--- src/rtl/reaction_pkg.sv ---
// reaction_pkg: shared FSM state type, default parameters and hold-counter width helper
package reaction_pkg;
  typedef enum logic [2:0] {IDLE, LIGHTS, HOLD, GO, DONE, FOUL} state_t;
  localparam int N_LIGHTS_DEF = 5;
  localparam int STEP_MS_DEF = 500;
  localparam int MIN_HOLD_MS_DEF = 200;
  localparam int HOLD_SCALE_MS_DEF = 32;
  localparam int RAND_W_DEF = 5;
  localparam int RT_W_DEF = 14;
  function automatic int hold_w(input int min_hold, input int scale, input int rw);
    int w;
    w = $clog2(min_hold + ((1 << rw) - 1) * scale + 1);
    return (w < 1) ? 1 : w;
  endfunction
endpackage

--- src/rtl/ms_down_counter.sv ---
// ms_down_counter: loadable tick-enabled down-counter that stops at zero and flags it
module ms_down_counter #(
  parameter int W = 4
) (
  input  logic         clk,
  input  logic         rst_n,
  input  logic         load,
  input  logic         tick,
  input  logic [W-1:0] load_val,
  output logic         zero
);
  logic [W-1:0] count;
  always_ff @(posedge clk)
    if (!rst_n) count <= '0;
    else count <= load ? load_val : (tick && !zero) ? count - 1'b1 : count;
  assign zero = count == '0;
endmodule

--- src/rtl/reaction_timer_core.sv ---
// reaction_timer_core: lamp-bar reaction-test round FSM; REACTION_BEST_EN adds best_ms tracking
module reaction_timer_core
  import reaction_pkg::*;
#(
  parameter int N_LIGHTS      = N_LIGHTS_DEF,
  parameter int STEP_MS       = STEP_MS_DEF,
  parameter int MIN_HOLD_MS   = MIN_HOLD_MS_DEF,
  parameter int HOLD_SCALE_MS = HOLD_SCALE_MS_DEF,
  parameter int RAND_W        = RAND_W_DEF,
  parameter int RT_W          = RT_W_DEF
) (
  input  logic                clk,
  input  logic                rst_n,
  input  logic                tick_ms,
  input  logic                start,
  input  logic                react,
  input  logic [RAND_W-1:0]   rnd,
  output logic [N_LIGHTS-1:0] lights,
  output logic [RT_W-1:0]     react_ms,
  output logic                valid,
  output logic                false_start,
  output logic                timeout,
  output logic                busy
`ifdef REACTION_BEST_EN
  , output logic [RT_W-1:0]   best_ms
`endif
);
  localparam int HW = hold_w(MIN_HOLD_MS, HOLD_SCALE_MS, RAND_W);
  localparam int SW = $clog2(STEP_MS + 1);
  state_t state, state_nx;
  logic [N_LIGHTS-1:0] lights_nx;
  logic [RT_W-1:0] rt_nx;
  logic valid_nx, fs_nx, to_nx, step_load, hold_load, step_zero, hold_zero;
  logic [HW-1:0] h_val, h_ld;
  assign h_val = HW'(MIN_HOLD_MS) + HW'(rnd) * HW'(HOLD_SCALE_MS);
  assign h_ld = (h_val == '0) ? '0 : h_val - 1'b1;
  assign busy = (state == LIGHTS) || (state == HOLD) || (state == GO);
  ms_down_counter #(.W(SW)) u_step (
    .clk(clk), .rst_n(rst_n), .load(step_load), .tick(tick_ms && state == LIGHTS),
    .load_val(SW'(STEP_MS - 1)), .zero(step_zero)
  );
  ms_down_counter #(.W(HW)) u_hold (
    .clk(clk), .rst_n(rst_n), .load(hold_load), .tick(tick_ms && state == HOLD),
    .load_val(h_ld), .zero(hold_zero)
  );
  always_comb begin
    state_nx = state;
    lights_nx = lights;
    rt_nx = react_ms;
    valid_nx = valid;
    fs_nx = false_start;
    to_nx = timeout;
    step_load = 1'b0;
    hold_load = 1'b0;
    case (state)
      IDLE, DONE, FOUL: if (start) begin
        state_nx = LIGHTS;
        lights_nx = '0;
        rt_nx = '0;
        valid_nx = 1'b0;
        fs_nx = 1'b0;
        to_nx = 1'b0;
        step_load = 1'b1;
      end
      LIGHTS, HOLD: if (react) begin
        state_nx = FOUL;
        fs_nx = 1'b1;
        lights_nx = '1;
        rt_nx = '0;
      end else if (state == LIGHTS && tick_ms && step_zero) begin
        lights_nx = {lights[N_LIGHTS-2:0], 1'b1};
        step_load = 1'b1;
        state_nx = (&lights_nx) ? HOLD : LIGHTS;
        hold_load = &lights_nx;
      end else if (state == HOLD && tick_ms && hold_zero) begin
        state_nx = GO;
        lights_nx = '0;
      end
      GO: if (react) begin
        state_nx = DONE;
        valid_nx = 1'b1;
      end else if (tick_ms) begin
        rt_nx = react_ms + 1'b1;
        state_nx = (&rt_nx) ? DONE : GO;
        to_nx = &rt_nx;
      end
      default: state_nx = IDLE;
    endcase
  end
  always_ff @(posedge clk)
    if (!rst_n) begin
      state <= IDLE;
      lights <= '0;
      react_ms <= '0;
      valid <= 1'b0;
      false_start <= 1'b0;
      timeout <= 1'b0;
    end else begin
      state <= state_nx;
      lights <= lights_nx;
      react_ms <= rt_nx;
      valid <= valid_nx;
      false_start <= fs_nx;
      timeout <= to_nx;
    end
`ifdef REACTION_BEST_EN
  always_ff @(posedge clk)
    if (!rst_n) best_ms <= '1;
    else if (state == GO && state_nx == DONE && valid_nx && rt_nx < best_ms) best_ms <= rt_nx;
`endif
endmodule
--- config.mk ---
export PLATFORM = sky130hd
export DESIGN_NAME = reaction_timer_core
export DESIGN_NICKNAME = d
export VERILOG_FILES = /design/src/rtl/reaction_pkg.sv /design/src/rtl/ms_down_counter.sv /design/src/rtl/reaction_timer_core.sv
export SDC_FILE = /design/constraint.sdc
export NUM_CORES = 1
export LEC_CHECK = 0
export ABC_AREA = 1
export CORE_MARGIN = 10
export CORE_UTILIZATION = 57
export CTS_CLUSTER_SIZE = 30
export DETAILED_ROUTE_END_ITERATION = 10
export PLACE_DENSITY = 0.83
export SLEW_MARGIN = 20
export SYNTH_ARGS = -nofsm -noshare
export SYNTH_HDL_FRONTEND = slang
export SYNTH_HIERARCHICAL = 1
export SYNTH_SLANG_ARGS = --single-unit
--- constraint.sdc ---
create_clock -name clk -period 2.6 [get_ports clk]
set_input_delay 0.52 -clock clk [delete_from_list [all_inputs] [get_ports clk]]
set_output_delay 0.52 -clock clk [all_outputs]
set_load 0.05 [all_outputs]
# Yosys cells after proc, flatten, opt, wreduce, memory -nomap -nowiden
# Cells that the tools add are included.
# classes
addsub	5
eq_ne	12
muxes	38
n_bitwise	1
n_reduce_logical	30
# op_table
operator	n
14-bit two-way mux	4
14-bit case mux with 3 select lines	1
11-bit two-way mux	3
11-bit zero test	2
11-bit by 1-bit subtractor with 11-bit output, second input constant	2
3-bit two-way mux	7
5-bit two-way mux	4
9-bit two-way mux	2
14-bit by 1-bit adder with 14-bit output, second input constant	1
14-bit AND reduction	1
3-bit AND reduction	4
8-bit by 10-bit adder with 11-bit output, first input constant	1
1-bit two-way mux	10
2-bit inequality test, second input constant	5
5-bit case mux with 2 select lines	1
9-bit zero test	1
3-bit case mux with 3 select lines	1
9-bit by 1-bit subtractor with 9-bit output, second input constant	1
1-bit case mux with 2 select lines	4
4-bit AND reduction	2
2-bit nonzero test	4
3-bit by 2-bit equality test with 1-bit output, second input constant	2
3-bit equality test, second input constant	2
1-bit logical AND	6
other kinds (12)	15
# totals
register_bits	45
input_bits	10
output_inout_bits	23
word_cells	95

# Depth between registers and ports, before layout
# Gate-level depths: netlist of the first run.
# depth
word_depth	7
mapped_depth	16
depth_no_buf	14

# Modules after synthesis
# The synthesis of the first run kept the hierarchy.
# by_module_without_submodules
module	n_inst	cells_each	area_per_inst_um2	seq_area_each_um2
reaction_timer_core	1	244	1536.5	500.5
ms_down_counter at u_hold	1	120	775.7	220.2
ms_down_counter at u_step	1	99	604.3	180.2

# Worst setup path before layout of the first run
# OpenSTA, ideal clock, no wires.
# synth_timing
kind	input port to flip-flop
start	input port tick_ms
end	register u_step.count[1]
setup_time_ps	116
arrival_time_ps	2033
t_required_ps	2484
slack_ps	451
cell_stages	11
n_path_buf	1
cell_sequence	inv_1 > nor3_1 > and2_1 > inv_1 > o22ai_1 > buf_6 > clkinv_1 > nand2_4 > clkinv_4 > nor2_1 > nor2_1
# synth_via
elab_chain_cells	6
word_cells_on_any_way	8
cone_classes	mux: 4; reduce/logical: 4
# synth_rtl
item	line	text
start, declared	reaction_timer_core.sv:14	input logic tick_ms,
1-bit logical AND * (2 in series)	reaction_timer_core.sv:70	end else if (state == LIGHTS && tick_ms && step_zero) begin
1-bit two-way mux *	reaction_timer_core.sv:70	
1-bit two-way mux *	reaction_timer_core.sv:65	LIGHTS, HOLD: if (react) begin
1-bit case mux with 2 select lines *	reaction_timer_core.sv:55	case (state)
via step_load	reaction_timer_core.sv:33	logic valid_nx, fs_nx, to_nx, step_load, hold_load, step_zero, hold_zero;
9-bit two-way mux or 2-bit nonzero test (tied branches)	-	
end signal, assigned	ms_down_counter.sv:15	else count <= load ? load_val : (tick && !zero) ? count - 1'b1 : count;
end, declared	ms_down_counter.sv:12	logic [W-1:0] count;
# Mark *: on every way through the listed nets, which the timed path passes. The rest lies on a longest branch.
# A chain may end at the register's enable or synchronous reset.

# Final worst setup path of the first run
# layout_timing
start	register state[1]
end	output port busy
# layout_via
elab_chain_cells	3
word_cells_on_any_way	5
cone_classes	eq/ne: 3; reduce/logical: 2
# layout_rtl
item	line	text
start, declared	reaction_timer_core.sv:30	state_t state, state_nx;
start signal, assigned	reaction_timer_core.sv:99	state <= state_nx;
3-bit by 1-bit equality test with 1-bit output or 3-bit by 2-bit equality test with 1-bit output (tied branches)	reaction_timer_core.sv:37	assign busy = (state == LIGHTS) || (state == HOLD) || (state == GO);
1-bit logical OR	reaction_timer_core.sv:37	
1-bit logical OR *	reaction_timer_core.sv:37	
end, declared	reaction_timer_core.sv:23	output logic busy
# Mark *: on every way between the ends. The rest lies on a longest branch, timed or not.

==> impl_metrics.yaml, run 1 <==
status:
  outcome: "finished clean"
critical_path:
  critical_path_required_ps: 2080
  crit_path_dat_ps: 1890
  cpPeakStageDelay_ps: 830
  timing.reg2reg.worst_path_depth: 14
  worstReg2RegEnd: "u_hold/count[7]"
  critPathCaptureType: "output pin"
  critical_path.top_delay_family: "buffers and inverters"
  crit_slowest_cell: "sky130_fd_sc_hd__clkdlybuf4s50_1"
  crit_type: "reg -> out"
  cp_startpoint_kind: "flip-flop"
  worst_r2r_startpoint: "u_step/count[0]"
  cp_cell_sequence: "nand3b_1 > nand2_1 > clkdlybuf4s50_1"
  path_max_fanout: 6
  setup.reg_to_reg.worst_slack_ps: 350
  timing.critical_path.buf_inv: 1
clock_tree:
  cts.sink_count: 45
  ctsHtreeMaxLevel: 2
  insertion_delay_ps: 300
  cts_post_setup_buffers_inserted: 0
  cts_tree: "yes"
  maximum_buffer_depth_of_the_clock_tree: 2
  clk_root_buffer_cell: "sky130_fd_sc_hd__clkbuf_8"
  path_clk_slew_ps: 80
  cts_buffers: 5
  ctsHoldBuffers: 0
  ctsResizeCount: 0
place:
  port-buffer-count: 32
  dpl_worst_slack_ps: -24.2
  placement_stage_cell_area_um2: 3360
  detailed_place_hpwl_mm: 5.20
  gp_routability_congestion: 0.887
cells_and_area:
  drive_gt1_share_pct: 9.73
  finalCoreUtilization_pct: 71.1
  n_antenna_cell: 0
  final_common_cell: "sky130_fd_sc_hd__nand2_1"
  finalInstanceArea_um2: 3450
  layout.cells.most_common_list: "sky130_fd_sc_hd__nand2_1 (126), sky130_fd_sc_hd__nor2_1 (66), sky130_fd_sc_hd__inv_1 (46), sky130_fd_sc_hd__dfxtp_1 (45)"
  fin_nets: 529
  area.growth.synth_to_final_pct: 18.1
global_routing:
  groute.layer.met2.usage_pct: 27.5
  antenna_found_initial: 0
  grt_first_pass_wirelength_mm: 11.9
  grt-ovfl-total: 0
  grt_util_met3_pct: 5.10
  grt_max_degree: 18
  global_route.usage.total_pct: 16.5
  grt.busiest_layer: "met2"
  grt_pass1_vias: 2668
  grtUsageMet1_pct: 19.8
timing:
  timing.final.crit_share_pct: 92.8
  final.setup_skew_ps: 5.22
  fin_setup_tns_ps: 0
  tightestPinTransition_ps: 513
  timing.max_slew.rel_slack_pct: 65.7
  setup_violations: 0
  postLayoutSetupSlackWorst_ps: 187
  finalWorstPathRequiredPeriod_ps: 2410
  max_freq_mhz: 414
  unrepaired_setup_endpoints_after_global_routing: "false"
  report.final.slew_viol_count: 0
  final_hold_viol_count: 0
yosys:
  post_synth_instance_area_um2: 2920
  ys.warnings.count: 6
  synthesis.area_per_instance_um2: 6.30
  synth-xor-area-share_pct: 3.00
  seq_area_frac_synth_pct: 30.9
  synth.distinct_cells: 35
  netlist_instances: 463
  synth_compound_gate_area_share_pct: 13.0
  dominant_combinational_cell_family_by_area_after_synthesis: "simple AND/OR/NAND/NOR gates"
  synth.mux.area_fraction_pct: 0
  synthAdderAreaFrac_pct: 2.15
  synthSimpleGateAreaFrac_pct: 41.1
  synth_seq_cells: 45
floorplan:
  die-height_um: 91.5
  num_io_pins: 33
  starting_utilization_of_the_core_area_pct: 60.2
  coreArea_um2: 4850
  design.die.area_um2: 8380
  die_width_um: 91.5
  rows: 25
power_and_ir_drop:
  power_per_cell_area_nw_per_um2: 748
  p_seq_share_pct: 34.7
  power_switching_share_pct: 45.1
  clock_power_share_pct: 17.3
  leakage_nw: 1.48
  power_mw: 2.58
  total_switching_power_mw: 1.16
  vdd_ir_drop_max_uv: 733
  internal_power_mw: 1.41
  comb_power_share_pct: 48.0
route:
  drt_pre_antenna_iters: 5
  route.detailed.drc: 0
  ant_nets: 0
  vias_per_cell: 5.10
  avgRoutedWirePerCell_um: 11.9
  dr_total_vias: 2966
  initialDrtViolationCount: 190
  finalWirelength_mm: 6.89
hold_path:
  min-delay-start: "u_step/count[8]"
  timing.hold.worst.class: "reg -> reg"
  worst_hold_path.num_cells: 2
  hold_path_sink: "u_step/count[8]"
job:
  cap_violations: 0
## cell type report
cell class	instances	area (um^2)
inverter	57	219
tap	67	83.8
clock buffer	7	86.3
sequential	45	901
timing repair buffer	39	373
multi-input combinational	366	1780
fill	430	1400
## worst max path at each step
| stage | start | slack [ps] | to | depth (start not counted) |
|---|---|---|---|---|
| final | state[1] | 190 | busy | 3 |
| after detailed placement | tick_ms | -20 | u_step/count[3] | 11 |
| after global placement | tick_ms | 60 | u_step/count[3] | 11 |
| after floorplan | tick_ms | 450 | u_step/count[1] | 11 |
| after CTS | state[1] | 180 | busy | 3 |
| after global routing | u_step/count[0] | 70 | u_hold/count[7] | 14 |
## sequential cells by signal, summed over array words and instances, names as in the netlist
name / flops
react_ms: 14
u_hold/count: 11
u_step/count: 9
lights: 5
state: 3
false_start: 1
timeout: 1
valid: 1
## cell usage after synthesis
master | n | area share [%]
sky130_fd_sc_hd__nor2_2 | 6 | 1.3
sky130_fd_sc_hd__dfxtp_1 | 45 | 31
sky130_fd_sc_hd__inv_1 | 46 | 5.9
sky130_fd_sc_hd__nand3b_1 | 2 | 0.51
sky130_fd_sc_hd__nor2_1 | 66 | 8.5
sky130_fd_sc_hd__nor3_1 | 7 | 1.2
sky130_fd_sc_hd__buf_6 | 3 | 1.2
sky130_fd_sc_hd__o21ai_2 | 1 | 0.30
sky130_fd_sc_hd__nand3_1 | 32 | 5.5
sky130_fd_sc_hd__xor2_1 | 5 | 1.5
sky130_fd_sc_hd__o21ai_0 | 24 | 4.1
sky130_fd_sc_hd__nand3_2 | 4 | 1.4
sky130_fd_sc_hd__clkinv_1 | 1 | 0.13
sky130_fd_sc_hd__o22ai_1 | 1 | 0.21
sky130_fd_sc_hd__nand2_2 | 6 | 1.3
sky130_fd_sc_hd__xnor2_1 | 5 | 1.5
sky130_fd_sc_hd__nor3_2 | 2 | 0.69
sky130_fd_sc_hd__o31ai_1 | 1 | 0.26
sky130_fd_sc_hd__o21ai_1 | 5 | 0.86
sky130_fd_sc_hd__inv_2 | 9 | 1.2
sky130_fd_sc_hd__clkbuf_8 | 1 | 0.47
sky130_fd_sc_hd__a21oi_1 | 32 | 5.5
sky130_fd_sc_hd__clkinv_4 | 1 | 0.30
sky130_fd_sc_hd__nor2_4 | 2 | 0.77
sky130_fd_sc_hd__ha_1 | 5 | 2.1
sky130_fd_sc_hd__nor3_4 | 1 | 0.56
sky130_fd_sc_hd__o211ai_1 | 1 | 0.26
sky130_fd_sc_hd__nand2_4 | 4 | 1.5
sky130_fd_sc_hd__conb_1 | 2 | 0.26
sky130_fd_sc_hd__clkbuf_1 | 3 | 0.39
sky130_fd_sc_hd__a22oi_1 | 5 | 1.3
sky130_fd_sc_hd__and2_1 | 1 | 0.21
sky130_fd_sc_hd__o21bai_1 | 1 | 0.26
sky130_fd_sc_hd__nand4_1 | 7 | 1.5
sky130_fd_sc_hd__nand2_1 | 126 | 16
## layer usage
| metal | share of wire (%) | vias to the layer above |
|---|---|---|
| met2 | 46 | 85 |
| met3 | 7.3 | 7 |
| met1 | 45 | 1305 |
| li1 | - | 1569 |
| met4 | 1.4 | 0 |
| met5 | 0 | - |
## power by group through the flow
| stage | combinational, mW | sequential, mW | clock (mW) |
|---|---|---|---|
| floorplan | 0.888 | 0.976 | 0 |
| global route | 1.40 | 0.907 | 0.485 |
| finish | 1.24 | 0.894 | 0.445 |
| CTS | 1.23 | 0.892 | 0.456 |
| detailed placement | 1.22 | 0.906 | 0 |
| global placement | 1.19 | 0.904 | 0 |
## logic make-up (layout without fill, tap and decap cells)
family,Yosys count,after routing
simple gates,266,266
compound gates,71,71
buf+inv,64,103
flops,45,45
xor+xnor,10,10
fa+ha+maj,5,5
other cells,2,14
## worst register-to-register path, delay by kind of cell (launching register included)
kind	cells	cell delay, ps
AND/OR/NAND/NOR	7	950
buffers and inverters	5	490
flip-flops	1	330
adder cells (fa/ha/maj)	1	250
AO/OA/AOI/OAI	1	120
## through the flow
step           hold slack, ps  cells
2_1_floorplan             437    475
3_3_place_gp              449    574
3_5_place_dp              454    574
4_1_cts                   465    581
5_1_grt                   494    581
6_report                  464    581
Power figures use the tool's default switching activity.
==> run 2: changes to the inputs <==
CORE_MARGIN = 1.5   (was 10)
==> run 2 against run 1 <==
  * Combinational power about the same
  * Non-clock buffer count unchanged
  * Register-to-register slack better by 40 ps
  * Clock power up 7.0%
  * Sequential share of layout area down 0.14 points
  * Final area up 0.54%
  * Clock-buffer cell count down 1
  * Hold slack better by 6.5 ps
  * Power up 1.1%
  * Setup slack better by 12 ps
  * Critical path type unchanged
  * Critical endpoint unchanged
  * Largest cell class unchanged
  * Highest routed layer unchanged
==> impl_metrics.yaml, run 2 (synthesis gave the netlist of run 1 again) <==
floorplan:
  coreArea_um2: 4820
  starting_utilization_of_the_core_area_pct: 60.5
  num_io_pins: 33
  rows: 25
  die-height_um: 74.5
  die_width_um: 74.5
  design.die.area_um2: 5550
critical_path:
  critical_path.top_delay_family: "buffers and inverters"
  crit_type: "reg -> out"
  critPathCaptureType: "output pin"
  cp_cell_sequence: "nand3b_1 > nand2_1 > clkdlybuf4s50_1"
  timing.critical_path.buf_inv: 1
  worstReg2RegEnd: "u_hold/count[7]"
  critical_path_required_ps: 2080
  cp_startpoint_kind: "flip-flop"
  setup.reg_to_reg.worst_slack_ps: 390
  cpPeakStageDelay_ps: 820
  worst_r2r_startpoint: "u_step/count[0]"
  crit_slowest_cell: "sky130_fd_sc_hd__clkdlybuf4s50_1"
  timing.reg2reg.worst_path_depth: 14
  path_max_fanout: 6
  crit_path_dat_ps: 1880
route:
  route.detailed.drc: 0
  finalWirelength_mm: 6.50
  dr_total_vias: 3014
  initialDrtViolationCount: 149
  drt_pre_antenna_iters: 4
  ant_nets: 0
  vias_per_cell: 5.18
  avgRoutedWirePerCell_um: 11.2
timing:
  final.setup_skew_ps: 10.7
  tightestPinTransition_ps: 501
  max_freq_mhz: 417
  finalWorstPathRequiredPeriod_ps: 2400
  timing.max_slew.rel_slack_pct: 66.5
  fin_setup_tns_ps: 0
  timing.final.crit_share_pct: 92.3
  final_hold_viol_count: 0
  report.final.slew_viol_count: 0
  hold_slack_ps: 470
  unrepaired_setup_endpoints_after_global_routing: "false"
  setup_violations: 0
global_routing:
  grt-ovfl-total: 0
  antenna_found_initial: 0
  grt_first_pass_wirelength_mm: 10.9
  global_route.usage.total_pct: 24.8
  grt_pass1_vias: 2571
  grt_max_degree: 18
clock_tree:
  ctsHtreeMaxLevel: 2
  cts_tree: "yes"
  clk_root_buffer_cell: "sky130_fd_sc_hd__clkbuf_8"
  maximum_buffer_depth_of_the_clock_tree: 2
  cts_post_setup_buffers_inserted: 0
  cts.sink_count: 45
  ctsHoldBuffers: 0
  cts_buffers: 5
  ctsResizeCount: 0
  path_clk_slew_ps: 90
  insertion_delay_ps: 300
cells_and_area:
  final_common_cell: "sky130_fd_sc_hd__nand2_1"
  n_antenna_cell: 0
  largest_register_ff_count: 14
  final.fill_count: 435
  drive_gt1_share_pct: 10.3
  layout.cells.most_common_list: "sky130_fd_sc_hd__nand2_1 (126), sky130_fd_sc_hd__nor2_1 (66), sky130_fd_sc_hd__inv_1 (46), sky130_fd_sc_hd__dfxtp_1 (45)"
  area.growth.synth_to_final_pct: 18.8
  fin_cells: 582
  largest_register: "react_ms"
  layout_top_registers: "react_ms: 14 flops, u_hold/count: 11 flops, u_step/count: 9 flops"
  fin_nets: 529
status:
  outcome: "finished clean"
place:
  detailed_place_hpwl_mm: 4.95
  gp_routability_congestion: 0.860
  port-buffer-count: 32
  post_place_cells: 574
hold_path:
  worst_hold_path.num_cells: 2
  hold_path_sink: "u_step/count[8]"
  min-delay-start: "u_step/count[8]"
  timing.hold.worst.class: "reg -> reg"
job:
  cap_violations: 0
power_and_ir_drop:
  vdd_ir_drop_max_uv: 524
  leakage_nw: 1.49
  power_per_cell_area_nw_per_um2: 753
==> run 2: per-stage QoR <==
step	util, %	power, mW	instance area, um^2	worst slack [ps]
6_report	71.9	2.61	3460	199
3_3_place_gp	69.7	2.11	3360	80.0
2_1_floorplan	-	1.86	2960	451
5_1_grt	71.9	2.81	3460	104
3_5_place_dp	69.7	2.13	3360	8.55
4_1_cts	71.8	2.61	3460	202
==> run 2: cell type report <==
class | count | area (um^2) | share of cell area (%)
multi-input cells | 366 | 1790 | 51.6
clock buffers | 6 | 82.6 | 2.38
clock inverters | 2 | 17.5 | 0.506
well taps | 67 | 83.8 | 2.42
repair buffers | 39 | 373 | 10.8
flip-flops and latches | 45 | 901 | 26.0
inverters | 57 | 219 | 6.32
==> run 2: power by group <==
part	internal (mW)	switching [mW]
clock	0.221	0.255
combinational	0.416	0.824
sequential	0.790	0.101
total	1.43	1.18
==> run 2: how the worst max path moves through the flow <==
stage | start | end | cells after the start
2_1_floorplan | tick_ms | u_step/count[1] | 11
3_3_place_gp | tick_ms | u_step/count[1] | 11
3_5_place_dp | tick_ms | u_hold/count[7] | 11
4_1_cts | state[1] | busy | 3
5_1_grt | state[1] | busy | 3
6_report | state[1] | busy | 3
==> run 2: worst register-to-register path: cells and delay by family, from the launching register on <==
kind / cells / cell delay, ps
AND/OR/NAND/NOR: 7 / 890
buffers and inverters: 5 / 490
AO/OA/AOI/OAI: 1 / 120
adder cells (fa/ha/maj): 1 / 260
flip-flops: 1 / 330
==> run 2: routing by layer <==
metal	part of all wire, %	vias up	GRT usage [%]
met5	0	-	0
met4	0.71	0	6.06
met3	4.3	7	4.34
met2	49	69	44.3
met1	46	1360	30.9
li1	-	1578	-
==> run 3: changes to the inputs <==
CORE_UTILIZATION = 56   (was 57)
PLACE_DENSITY = 0.82   (was 0.83)
SETUP_SLACK_MARGIN = 0.3   (was not set)
SYNTH_HIERARCHICAL = not set   (was 1)
==> run 3 against run 2 <==
  * Cell count shrank 13%
  * Synthesized cell count down 9.7%
  * Hold slack worse by 3.0 ps
  * Global-route usage increased by 0.34 points
  * Fmax grew 11%
  * Critical path depth decreased by 2
  * Register-to-register slack gained 210 ps
  * Flip-flop and latch count is the same
  * Setup slack improved by 230 ps
  * Die area decreased by 6.3%
  * Clock power rose by 19%
  * Largest cell class unchanged
==> impl_metrics.yaml, run 3 <==
critical_path:
  critical_path.top_delay_family: "buffers and inverters"
  crit_type: "reg -> out"
  critical_path_required_ps: 2080
  setup.reg_to_reg.worst_slack_ps: 600
  path_max_fanout: 7
  cp_cell_sequence: "clkdlybuf4s50_1"
  worst_r2r_startpoint: "u_step.count[0]"
  timing.reg2reg.worst_path_depth: 11
  worstReg2RegEnd: "u_hold.count[6]"
  cp_startpoint_kind: "flip-flop"
  critPathCaptureType: "output pin"
  timing.critical_path.buf_inv: 1
  crit_path_dat_ps: 1650
  cpPeakStageDelay_ps: 860
  crit_slowest_cell: "sky130_fd_sc_hd__clkdlybuf4s50_1"
yosys:
  synth_seq_cells: 45
  synth_edf_count: 0
  mappedNetlistNets: 434
  ys.flop_type: "sky130_fd_sc_hd__dfxtp_1"
  synthAdderAreaFrac_pct: 2.81
  synth.distinct_cells: 35
  synth.most_common_cell: "sky130_fd_sc_hd__nand2_1"
  synth_top_area_share_pct: 33.7
  synth.mux.area_fraction_pct: 0
  synth_area_leader_cell: "sky130_fd_sc_hd__dfxtp_1"
  post_synth_instance_area_um2: 2680
  ys.warnings.count: 0
  synth_compound_gate_area_share_pct: 16.1
  dominant_combinational_cell_family_by_area_after_synthesis: "simple AND/OR/NAND/NOR gates"
  synth-xor-area-share_pct: 1.96
  synthesis.area_per_instance_um2: 6.40
  synth.top_cells.by_area: "sky130_fd_sc_hd__dfxtp_1 (34%), sky130_fd_sc_hd__nand2_1 (14%), sky130_fd_sc_hd__nor2_1 (8.3%)"
  synthSimpleGateAreaFrac_pct: 36.4
  seq_area_frac_synth_pct: 33.7
  yosys-top-cells-count: "sky130_fd_sc_hd__nand2_1 (103), sky130_fd_sc_hd__nor2_1 (59), sky130_fd_sc_hd__inv_1 (49)"
  synth_async_sr_flop_share_pct: 0
  netlist_instances: 418
timing:
  setup_violations: 0
  tightestPinTransition_ps: 518
  final_hold_viol_count: 0
  timing.final.crit_share_pct: 83.5
  max_freq_mhz: 461
  finalWorstPathRequiredPeriod_ps: 2170
  final.setup_skew_ps: 4.15
  report.final.slew_viol_count: 0
  timing.max_slew.rel_slack_pct: 65.4
  unrepaired_setup_endpoints_after_global_routing: "false"
  fin_setup_tns_ps: 0
cells_and_area:
  drive_gt1_share_pct: 7.51
  layout.cells.most_common_list: "sky130_fd_sc_hd__nand2_1 (103), sky130_fd_sc_hd__nor2_1 (59), sky130_fd_sc_hd__inv_1 (49), sky130_fd_sc_hd__dfxtp_1 (45), sky130_fd_sc_hd__a21oi_1 (39)"
  fin_cells: 505
  final.fill_count: 396
  largest_register: "react_ms"
  area.growth.synth_to_final_pct: 18.0
  n_antenna_cell: 0
  final_common_cell: "sky130_fd_sc_hd__nand2_1"
  largest_register_ff_count: 14
  fin_nets: 468
  layout_top_registers: "react_ms: 14 flops, u_hold.count: 11 flops, u_step.count: 9 flops"
clock_tree:
  ctsHtreeMaxLevel: 2
  clk_root_buffer_cell: "sky130_fd_sc_hd__clkbuf_8"
  maximum_buffer_depth_of_the_clock_tree: 2
  cts_tree: "yes"
  ctsResizeCount: 0
  cts_post_setup_buffers_inserted: 0
  cts_buffers: 5
  cts.sink_count: 45
  insertion_delay_ps: 300
  ctsHoldBuffers: 0
  path_clk_slew_ps: 90
route:
  vias_per_cell: 5.43
  ant_nets: 0
  drt_pre_antenna_iters: 4
  dr_total_vias: 2740
  finalWirelength_mm: 6.19
  initialDrtViolationCount: 204
  route.detailed.drc: 0
  avgRoutedWirePerCell_um: 12.3
global_routing:
  grt-ovfl-total: 0
  antenna_found_initial: 0
  grt_first_pass_wirelength_mm: 10.7
  grt_pass1_vias: 2467
  grt_max_degree: 22
  global_route.usage.total_pct: 25.1
hold_path:
  hold_path_sink: "valid"
  worst_hold_path.num_cells: 2
  min-delay-start: "valid"
  timing.hold.worst.class: "reg -> reg"
floorplan:
  die-height_um: 72.1
  rows: 24
  die_width_um: 72.1
  design.die.area_um2: 5200
  coreArea_um2: 4470
  num_io_pins: 33
  starting_utilization_of_the_core_area_pct: 59.8
power_and_ir_drop:
  leakage_nw: 1.33
  vdd_ir_drop_max_uv: 490
  power_per_cell_area_nw_per_um2: 640
  power_mw: 2.02
job:
  cap_violations: 0
status:
  outcome: "finished clean"
place:
  detailed_place_hpwl_mm: 4.60
  post_place_cells: 497
  gp_routability_congestion: 0.884
  port-buffer-count: 32
-- run 3: cell count changes after synthesis, sizes merged, moves of 4 or more --
cell   previous run  this run
nand2           136       108
nand3            36        25
o21ai            30        20
a21oi            32        40
nor2             74        66
nor3             10         3
a31oi             0         5
nand4             7        11
-- run 3: worst max path at each step --
stage | depth (start not counted) | slack (ps) | endpoint | start
detailed placement | 8 | 310 | u_hold.count[6] | tick_ms
CTS | 1 | 430 | react_ms[2] | react_ms[2]
global placement | 8 | 390 | u_hold.count[6] | tick_ms
floorplan | 12 | 600 | state[1] | react_ms[1]
finish | 1 | 430 | react_ms[3] | react_ms[3]
global route | 1 | 380 | react_ms[2] | react_ms[2]
-- run 3: where the power goes --
part / total (mW) / internal, mW / switching, mW / leakage (nW)
Sequential: 0.810 / 0.755 / 0.0544 / 0.366
Combinational: 0.646 / 0.202 / 0.444 / 0.904
Clock: 0.565 / 0.314 / 0.251 / 0.0585
-- run 3: final cells by class --
| class | count | area [um^2] | share of cell area (%) |
|---|---|---|---|
| multi-input cells | 310 | 1530 | 48.5 |
| flip-flops and latches | 45 | 901 | 28.5 |
| repair buffers | 34 | 333 | 10.5 |
| inverters | 56 | 210 | 6.66 |
| clock buffers | 7 | 86.3 | 2.73 |
| well taps | 52 | 65.1 | 2.06 |
| clock inverters | 1 | 30.0 | 0.951 |
-- run 3: stage by stage --
stage | setup slack, ps | util, % | hold slack, ps | area, um^2
6_report | 429 | 70.6 | 467 | 3160
2_1_floorplan | 598 | - | 453 | 2680
5_1_grt | 382 | 70.6 | 507 | 3160
3_3_place_gp | 388 | 68.0 | 452 | 3040
3_5_place_dp | 314 | 68.0 | 456 | 3040
4_1_cts | 429 | 70.6 | 469 | 3160
-- run 3: logic make-up (layout without fill, tap and decap cells) --
group,after synthesis,in the layout
compound gates,77,77
xor+xnor,6,6
fa+ha+maj,6,6
buf+inv,63,98
flops,45,45
simple gates,221,221
-- run 3: metal layers --
metal,GRT usage (%),part of all wire [%]
met1,32.7,47
met4,7.34,1.8
met3,3.19,4.5
met5,0,0
met2,43.8,47
